**src/rtl/bus_codes_pkg.sv**
```systemverilog
// Shared bus destination codes, FSM state type and width defaults for the
// destination register bank and the bus source multiplexer.
package bus_codes_pkg;

  localparam int DATA_W_DEF = 32;
  localparam int CODE_W_DEF = 5;
  localparam int ONEHOT_W   = 32;

  // Destination / read-select code map.
  localparam logic [4:0] CODE_INVALID = 5'h00;
  localparam logic [4:0] CODE_R0      = 5'h01;
  localparam logic [4:0] CODE_R15     = 5'h10;
  localparam logic [4:0] CODE_HI      = 5'h11;
  localparam logic [4:0] CODE_LO      = 5'h12;
  localparam logic [4:0] CODE_ZHI     = 5'h13;
  localparam logic [4:0] CODE_ZLO     = 5'h14;
  localparam logic [4:0] CODE_PC      = 5'h15;
  localparam logic [4:0] CODE_MDR     = 5'h16;
  localparam logic [4:0] CODE_OUTPORT = 5'h17;
  localparam logic [4:0] CODE_MAR     = 5'h18;

  // Storage is a flat array indexed by (code - 1).
  localparam int NUM_REGS  = 24;
  localparam int REG_IDX_W = 5;

  typedef enum logic [1:0] {
    ST_IDLE,
    ST_WRITE,
    ST_ACK
  } bank_state_e;

  // True for codes that name a real register (r0 .. mar).
  function automatic logic code_is_valid(input logic [31:0] code);
    return (code >= 32'(CODE_R0)) && (code <= 32'(CODE_MAR));
  endfunction

  // Storage index for a valid code.
  function automatic logic [REG_IDX_W-1:0] code_to_idx(input logic [31:0] code);
    return REG_IDX_W'(code - 32'd1);
  endfunction

endpackage

```
**src/rtl/decoder_5_to_32.sv**
```systemverilog
// One-hot destination decoder: bit <code> is set only while the bank is in
// its write cycle and the staged code names a real register.
module decoder_5_to_32
  import bus_codes_pkg::*;
#(
  parameter int CODE_W = CODE_W_DEF
) (
  input  logic                write_en_i,
  input  logic [CODE_W-1:0]   code_i,
  output logic [ONEHOT_W-1:0] onehot_o
);

  // Gated one-hot decode of the staged code.
  always_comb begin
    // NOTE: default every combinational output first so no path can infer a latch.
    onehot_o = '0;
    if (write_en_i && code_is_valid(32'(code_i))) begin
      onehot_o[5'(code_i)] = 1'b1;
    end
  end

endmodule

```
**src/rtl/bus_dest_reg_bank.sv**
```systemverilog
// Bus destination register bank: a request/ack handshake stages a code and a
// bus value, writes the decoded register one cycle later and acknowledges.
// A registered read port returns any register by code (all ones if invalid).
// Optional build macro R0_HARDWIRED_ZERO_EN makes r0 a constant zero.
module bus_dest_reg_bank
  import bus_codes_pkg::*;
#(
  parameter int DATA_W = DATA_W_DEF,
  parameter int CODE_W = CODE_W_DEF
) (
  input  logic                clk,
  input  logic                clr,
  input  logic [DATA_W-1:0]   bus_in,
  input  logic [CODE_W-1:0]   dest_select,
  input  logic                load_req,
  output logic                load_ack,
  output logic                load_err,
  output logic [ONEHOT_W-1:0] load_enable,
  input  logic [CODE_W-1:0]   rd_select,
  output logic [DATA_W-1:0]   rd_data,
  output logic [DATA_W-1:0]   hi_q,
  output logic [DATA_W-1:0]   lo_q,
  output logic [DATA_W-1:0]   pc_q,
  output logic [DATA_W-1:0]   mdr_q,
  output logic [DATA_W-1:0]   mar_q,
  output logic [DATA_W-1:0]   outport_q
);

  localparam logic [REG_IDX_W-1:0] IDX_HI      = code_to_idx(32'(CODE_HI));
  localparam logic [REG_IDX_W-1:0] IDX_LO      = code_to_idx(32'(CODE_LO));
  localparam logic [REG_IDX_W-1:0] IDX_PC      = code_to_idx(32'(CODE_PC));
  localparam logic [REG_IDX_W-1:0] IDX_MDR     = code_to_idx(32'(CODE_MDR));
  localparam logic [REG_IDX_W-1:0] IDX_MAR     = code_to_idx(32'(CODE_MAR));
  localparam logic [REG_IDX_W-1:0] IDX_OUTPORT = code_to_idx(32'(CODE_OUTPORT));

  bank_state_e         state_q;
  logic [CODE_W-1:0]   code_q;
  logic [DATA_W-1:0]   data_q;
  logic                ack_q;
  logic                err_q;
  logic [DATA_W-1:0]   regs_q [NUM_REGS];
  logic [DATA_W-1:0]   rd_data_q;
  logic [DATA_W-1:0]   rd_data_d;
  logic [ONEHOT_W-1:0] onehot;
  logic                wr_en;

  decoder_5_to_32 #(
    .CODE_W (CODE_W)
  ) u_decoder (
    .write_en_i (state_q == ST_WRITE),
    .code_i     (code_q),
    .onehot_o   (onehot)
  );

  // Storage write enable; r0 may be excluded while its strobe still pulses.
  always_comb begin
    wr_en = |onehot;
`ifdef R0_HARDWIRED_ZERO_EN
    if (code_q == CODE_W'(CODE_R0)) begin
      wr_en = 1'b0;
    end
`endif
  end

  // Handshake FSM: stage request, write cycle, then ack until request drops.
  always_ff @(posedge clk) begin
    // NOTE: sequential state uses non-blocking assignments only, so every flop samples pre-edge values.
    if (clr) begin
      state_q <= ST_IDLE;
      code_q  <= '0;
      data_q  <= '0;
      ack_q   <= 1'b0;
      err_q   <= 1'b0;
    end else begin
      case (state_q)
        ST_IDLE: begin
          if (load_req) begin
            code_q  <= dest_select;
            data_q  <= bus_in;
            state_q <= ST_WRITE;
          end
        end
        ST_WRITE: begin
          err_q   <= !code_is_valid(32'(code_q));
          state_q <= ST_ACK;
        end
        ST_ACK: begin
          if (load_req) begin
            ack_q <= 1'b1;
          end else begin
            ack_q   <= 1'b0;
            err_q   <= 1'b0;
            state_q <= ST_IDLE;
          end
        end
        default: begin
          ack_q   <= 1'b0;
          err_q   <= 1'b0;
          state_q <= ST_IDLE;
        end
      endcase
    end
  end

  // Register storage: cleared by clr, written in the write cycle only.
  always_ff @(posedge clk) begin
    if (clr) begin
      // NOTE: the storage array is flops, not RAM, and clr must clear it, so every entry is reset.
      for (int i = 0; i < NUM_REGS; i++) begin
        regs_q[i] <= '0;
      end
    end else if (wr_en) begin
      regs_q[code_to_idx(32'(code_q))] <= data_q;
    end
  end

  // Read mux on pre-edge storage; no bypass of a same-edge write.
  always_comb begin
    rd_data_d = '1;
    if (code_is_valid(32'(rd_select))) begin
      rd_data_d = regs_q[code_to_idx(32'(rd_select))];
    end
`ifdef R0_HARDWIRED_ZERO_EN
    if (rd_select == CODE_W'(CODE_R0)) begin
      rd_data_d = '0;
    end
`endif
  end

  // Registered read data.
  always_ff @(posedge clk) begin
    if (clr) begin
      rd_data_q <= '0;
    end else begin
      rd_data_q <= rd_data_d;
    end
  end

  assign load_ack    = ack_q;
  assign load_err    = err_q;
  assign load_enable = onehot;
  assign rd_data     = rd_data_q;
  assign hi_q        = regs_q[IDX_HI];
  assign lo_q        = regs_q[IDX_LO];
  assign pc_q        = regs_q[IDX_PC];
  assign mdr_q       = regs_q[IDX_MDR];
  assign mar_q       = regs_q[IDX_MAR];
  assign outport_q   = regs_q[IDX_OUTPORT];

endmodule

```
**config.mk**
```make
export PLATFORM = sky130hd
export DESIGN_NAME = bus_dest_reg_bank
export DESIGN_NICKNAME = d
export VERILOG_FILES = /design/src/rtl/bus_codes_pkg.sv /design/src/rtl/decoder_5_to_32.sv /design/src/rtl/bus_dest_reg_bank.sv
export SDC_FILE = /design/constraint.sdc
export NUM_CORES = 2
export LEC_CHECK = 0
export BUFFER_PORTS_ARGS = -buffer_cell sky130_fd_sc_hd__buf_4
export CORE_MARGIN = 2
export CORE_UTILIZATION = 55
export DETAILED_ROUTE_END_ITERATION = 10
export PLACE_DENSITY = 0.71
export SLEW_MARGIN = 30
export SYNTH_ARGS = -nofsm -noshare
export SYNTH_HDL_FRONTEND = slang
export SYNTH_HIERARCHICAL = 1
export SYNTH_SLANG_ARGS = --single-unit
```
**constraint.sdc**
```tcl
create_clock -name clk -period 18.5 [get_ports clk]
set_clock_uncertainty 0.05 [all_clocks]
set_input_delay 0 -clock clk [delete_from_list [all_inputs] [get_ports clk]]
set_output_delay 0 -clock clk [all_outputs]
set_load 0.03 [all_outputs]
```
* Word-level counts from Yosys, hierarchy flattened
Memories as Yosys holds them, arrays and structs flattened.
Index checks and enable logic that the tools add are counted.
** Operators by class
- Bitwise gates (word level) :: 1
- Order comparisons :: 6
- Multiplexer cells :: 19
- $add $sub $neg :: 2
- Reduce and logical (&&, ||, !) cells :: 12
- Eq/ne operators :: 4
** Operator list (number)
- 32-bit 2-to-1 mux :: 3
- 32-bit OR reduction :: 2
- 5-bit by 1-bit >= comparator with 1-bit output (second input constant) :: 3
- 5-bit less-or-equal comparator (second input constant) :: 2
- 5-bit by 1-bit subtractor with 5-bit output (second input constant) :: 2
- 1-bit 2-to-1 mux :: 9
- 5-bit by 6-bit < comparator with 1-bit output (second input constant) :: 1
- 2-bit one-hot mux with 3 select lines :: 1
- 2-bit AND reduction :: 3
- 1-bit demux with 5-bit select :: 1
- 5-bit 2-to-1 mux :: 1
- 1-bit logical AND :: 4
- 2-bit 2-to-1 mux :: 2
- 2-bit != test (second input constant) :: 2
- 1-bit one-hot mux with 3 select lines :: 1
- 2-bit by 1-bit == test with 1-bit output (second input constant) :: 1
- 2-bit == test (second input constant) :: 1
- 2-bit zero test :: 1
- 1-bit one-hot mux with 2 select lines :: 1
- 2-bit OR reduction :: 1
- 1-bit zero test :: 1
- 1-bit inverter :: 1
** Storage, ports and cells
- Bits in writable memories :: 768
- Bits of input ports :: 45
- Memories :: 1
- Flip-flop bits (word level) :: 73
- Logic and storage cells :: 51
** Memories
- regs_q :: words 24, bits a word 32, read ports 7, clocked after Yosys merged registers in 0, wr ports 24, RTL line bus_dest_reg_bank.sv:41 : logic [DATA_W-1:0] regs_q [NUM_REGS];

* Depth between registers and ports, before layout
- Word-level depth :: 11
- Depth in mapped cells :: 13

* Hierarchy
The synthesis kept the hierarchy.
** Modules (own cells, without submodules)
- bus_dest_reg_bank :: cells an instance 2856, area an instance 45556.2 um2, times used 1
- decoder_5_to_32 :: cells an instance 45, area an instance 250.2 um2, times used 1

* Least setup slack after synthesis
Ideal clock, no wire load.
- Path type :: reg-to-reg
- Start point :: register state_q[0]
- End point :: memory regs_q[25][0] in the netlist's numbering (enable)
- Data required time :: 17948 ps
- Period minus slack after synthesis :: 6349 ps
- Path slack :: 12151 ps
- Data arrival time :: 5798 ps
- Stages on the path, launching flop included :: 12
- Path through :: dfxtp_1 > nor2b_1 > or4b_1 > nor2_1 > nor4_1 > nand4_1 > or2_1 > clkbuf_1 > buf_2 > buf_2 > nand2_1 > nor4_1
** RTL lines
- start, declared :: RTL line bus_dest_reg_bank.sv:36 : bank_state_e state_q;
- start signal, assigned :: RTL line bus_dest_reg_bank.sv:69 : state_q <= ST_IDLE;
- start signal, assigned :: RTL line bus_dest_reg_bank.sv:80 : state_q <= ST_WRITE;
- start signal, assigned :: RTL line bus_dest_reg_bank.sv:85 : state_q <= ST_ACK;
- end, declared :: RTL line bus_dest_reg_bank.sv:41

==> out/metrics.yaml <==
worst_hold_path:
  hold_end: "rd_data[5]"
  min_from: "clr"
  worstHoldPathType: "in2reg"
  hold_depth: 2
critical_path:
  r2r-start: "state_q[0]"
  crit_path_start_kind: "flop"
  path_max_fanout: 38
  r2r_slack_ns: 13.54
  cp.required_ns: 18.74
  end_kind: "flop"
  crit_path_start: "state_q[0]"
  r2r_end: "regs_q[8][9]"
  ff2ff_path_depth: 11
  arrival_ns: 5.20
  crit_type: "reg2reg"
global_route:
  overflow: 0
  grt_pass1_vias: 29000
  grt_start_max_net_pins: 74
  antenna_found_initial: 0
  grtUsageTotal: 0.316
  grt_pass1_wl_mm: 194
clock_tree:
  clk_path_buf_depth: 3
  root_buffer: "clkbuf_16"
  clk_pin_slew_ns: 0.06
  cts_buffers: 107
  post_cts_buffers: 0
  cts_tree: "yes"
  htreeDepth: 3
  cts_sinks: 1097
  clock_latency_ns: 0.67
floorplan:
  die_w_um: 293
  initial_core_util: 0.557
  die_y_um: 293
  coreArea_um2: 82200
  dieArea_um2: 85600
  rows: 105
  ioPinCount: 303
detailed_routing:
  drt_pass1_iterations: 5
  drc: 0
  viasPerCell: 6.59
  num_vias: 28600
  drt-total-wl_mm: 136
  first_iter_violations: 3980
  ant_nets: 0
  post_drt_wl_per_cell_um: 31.3
synth:
  ys_seq_area_frac: 0.703
  avgSynthCellArea_um2: 15.8
  synth-edff-count: 1024
  synth_top_area_frac: 0.671
  synthArstFlopShare: 0
  syn_area_um2: 45800
  yosys_most_used_dff: "edfxtp_1"
  yosysMostFrequentCell: "edfxtp_1"
  yosys-top-cells-area: "edfxtp_1, mux4_2, nor2_1"
  netlist_instances: 2901
  ys_top_cells_by_count: "edfxtp_1, nor2_1, mux4_2"
  ys_warn_count: 6
  synth.distinct_cells: 45
  yosys.area.top_type: "edfxtp_1"
  ys_ff_latch: 1097
layout:
  final_area_um2: 53000
  layout.cells.non_filler: 4339
  nets: 3227
  multi_input_area_um2: 12500
  final-seq-area_um2: 32200
  n_antenna_cell: 0
  layout-drive-gt1-share: 0.271
  fillers: 5724
  syn_to_final_growth_pct: 15.7
place:
  dp_hpwl_mm: 78.5
  gp_congestion: 0.864
  dpl.cell_count: 4064
  io_buffers: 294
  placed_area_um2: 48800
power_and_ir_drop:
  p_per_area_nw_per_um2: 103
  max-vdd-ir-drop_uv: 91.1
  p_leak_uw: 0.0177
sta:
  maxSlewHeadroom: 0.330
  fmax_mhz: 202
  rsz0062_at_grt: "false"
  fin_crit_sh: 0.268
  finalSetupTns_ns: 0
  hold_violations: 0
  finalCriticalPeriod_ns: 4.96
  worst_slew_pin_slew_ns: 1.01
  finalSetupViolations: 0
  maxSlewViolCount: 0
run_status:
  status: "finished clean"
job:
  drv_cap: 0
-- logic make-up after synthesis --
kind of cell,count (synthesis),share of synthesized area
other,1,0.0000819
AND/OR/NAND/NOR,1071,0.101
buffers and inverters,288,0.0293
adder cells (fa/ha/maj),3,0.000820
AO/OA/AOI/OAI,150,0.0231
multiplexers,290,0.142
flip-flops,1097,0.703
XOR/XNOR,1,0.000601
-- state kept, by name, summed over array words and instances (netlist names) --
signal	cells
load_err	1
code_q	5
load_ack	1
regs_q	1024
rd_data	32
state_q	2
data_q	32
-- worst max-delay path: stages (launching register included) --
cell	delay, ns
dfxtp_1	0.41
nor2b_1	0.55
or4b_1	0.56
nor2_1	0.17
nor4_1	0.08
nand4_1	0.09
or2_1	0.58
nand4b_1	0.17
buf_4	0.33
buf_4	0.43
o21bai_2	0.50
buf_4	0.58
-- worst max-delay path by stage --
stage	end	slack, ns	cells past startpoint
3_3_place_gp	rd_data[3]	13.08	9
4_1_cts	regs_q[8][9]	13.69	11
2_1_floorplan	regs_q[25][0]	12.15	11
3_5_place_dp	rd_data[12]	13.46	9
5_1_grt	regs_q[9][17]	13.40	11
6_report	regs_q[8][9]	13.54	11
-- layer usage --
metal,global-route usage,up-vias,share of wire
met1,0.414,14600,0.35
met3,0.0597,325,0.11
met5,0,-,0
met4,0.154,0,0.052
li1,-,11500,-
met2,0.514,2167,0.49
-- power by group --
group	leakage (µW)	switching (µW)	internal [µW]
logic	0.00528	332	193
clock network	0.00163	913	1180
registers	0.0108	55.8	2800
-- layout make-up --
type / count / area share
clock buffers: 145 / 0.0558
well taps: 1070 / 0.0253
multi-input cells: 1523 / 0.236
repair buffers: 443 / 0.0680
flip-flops and latches: 1097 / 0.608
inverters: 7 / 0.000496
clock inverters: 54 / 0.00694
-- through the flow --
step / total power, µW / hold WS, ns / util / setup WS, ns
2_1_floorplan: 3200 / 0.0860 / - / 12.15
3_3_place_gp: 3400 / 0.198 / 0.593 / 13.08
3_5_place_dp: 3410 / 0.208 / 0.594 / 13.46
4_1_cts: 5470 / 0.00166 / 0.643 / 13.69
5_1_grt: 5600 / 0.0499 / 0.645 / 13.40
6_report: 5470 / 0.0319 / 0.645 / 13.54
-- timing repair --
action | 4_1_cts | 5_1_grt
endpoints found under the hold margin | 40 | 0
hold buffers | 73 | 0
resized for setup | 0 | 0
-- layout by cell type (no fill, tap or decap), types with 6 or more instances in the layout --
cell type,n
edfxtp_1,1024
nor2_1,701
buf_4,359
mux4_2,288
nor3_1,131
clkbuf_16,111
nand2_1,81
dlygate4sd3_1,73
dfxtp_1,72
a22oi_1,62
a21oi_1,39
nand2b_1,35
or2_2,34
a311oi_1,31
clkbuf_1,29
clkinv_1,28
clkinv_2,20
nand2b_2,16
nand4_1,11
nand4b_1,11
nor4_1,8
conb_1,8
nor2b_1,7
buf_6,7
inv_1,6
(Power assumes the default switching activity.)
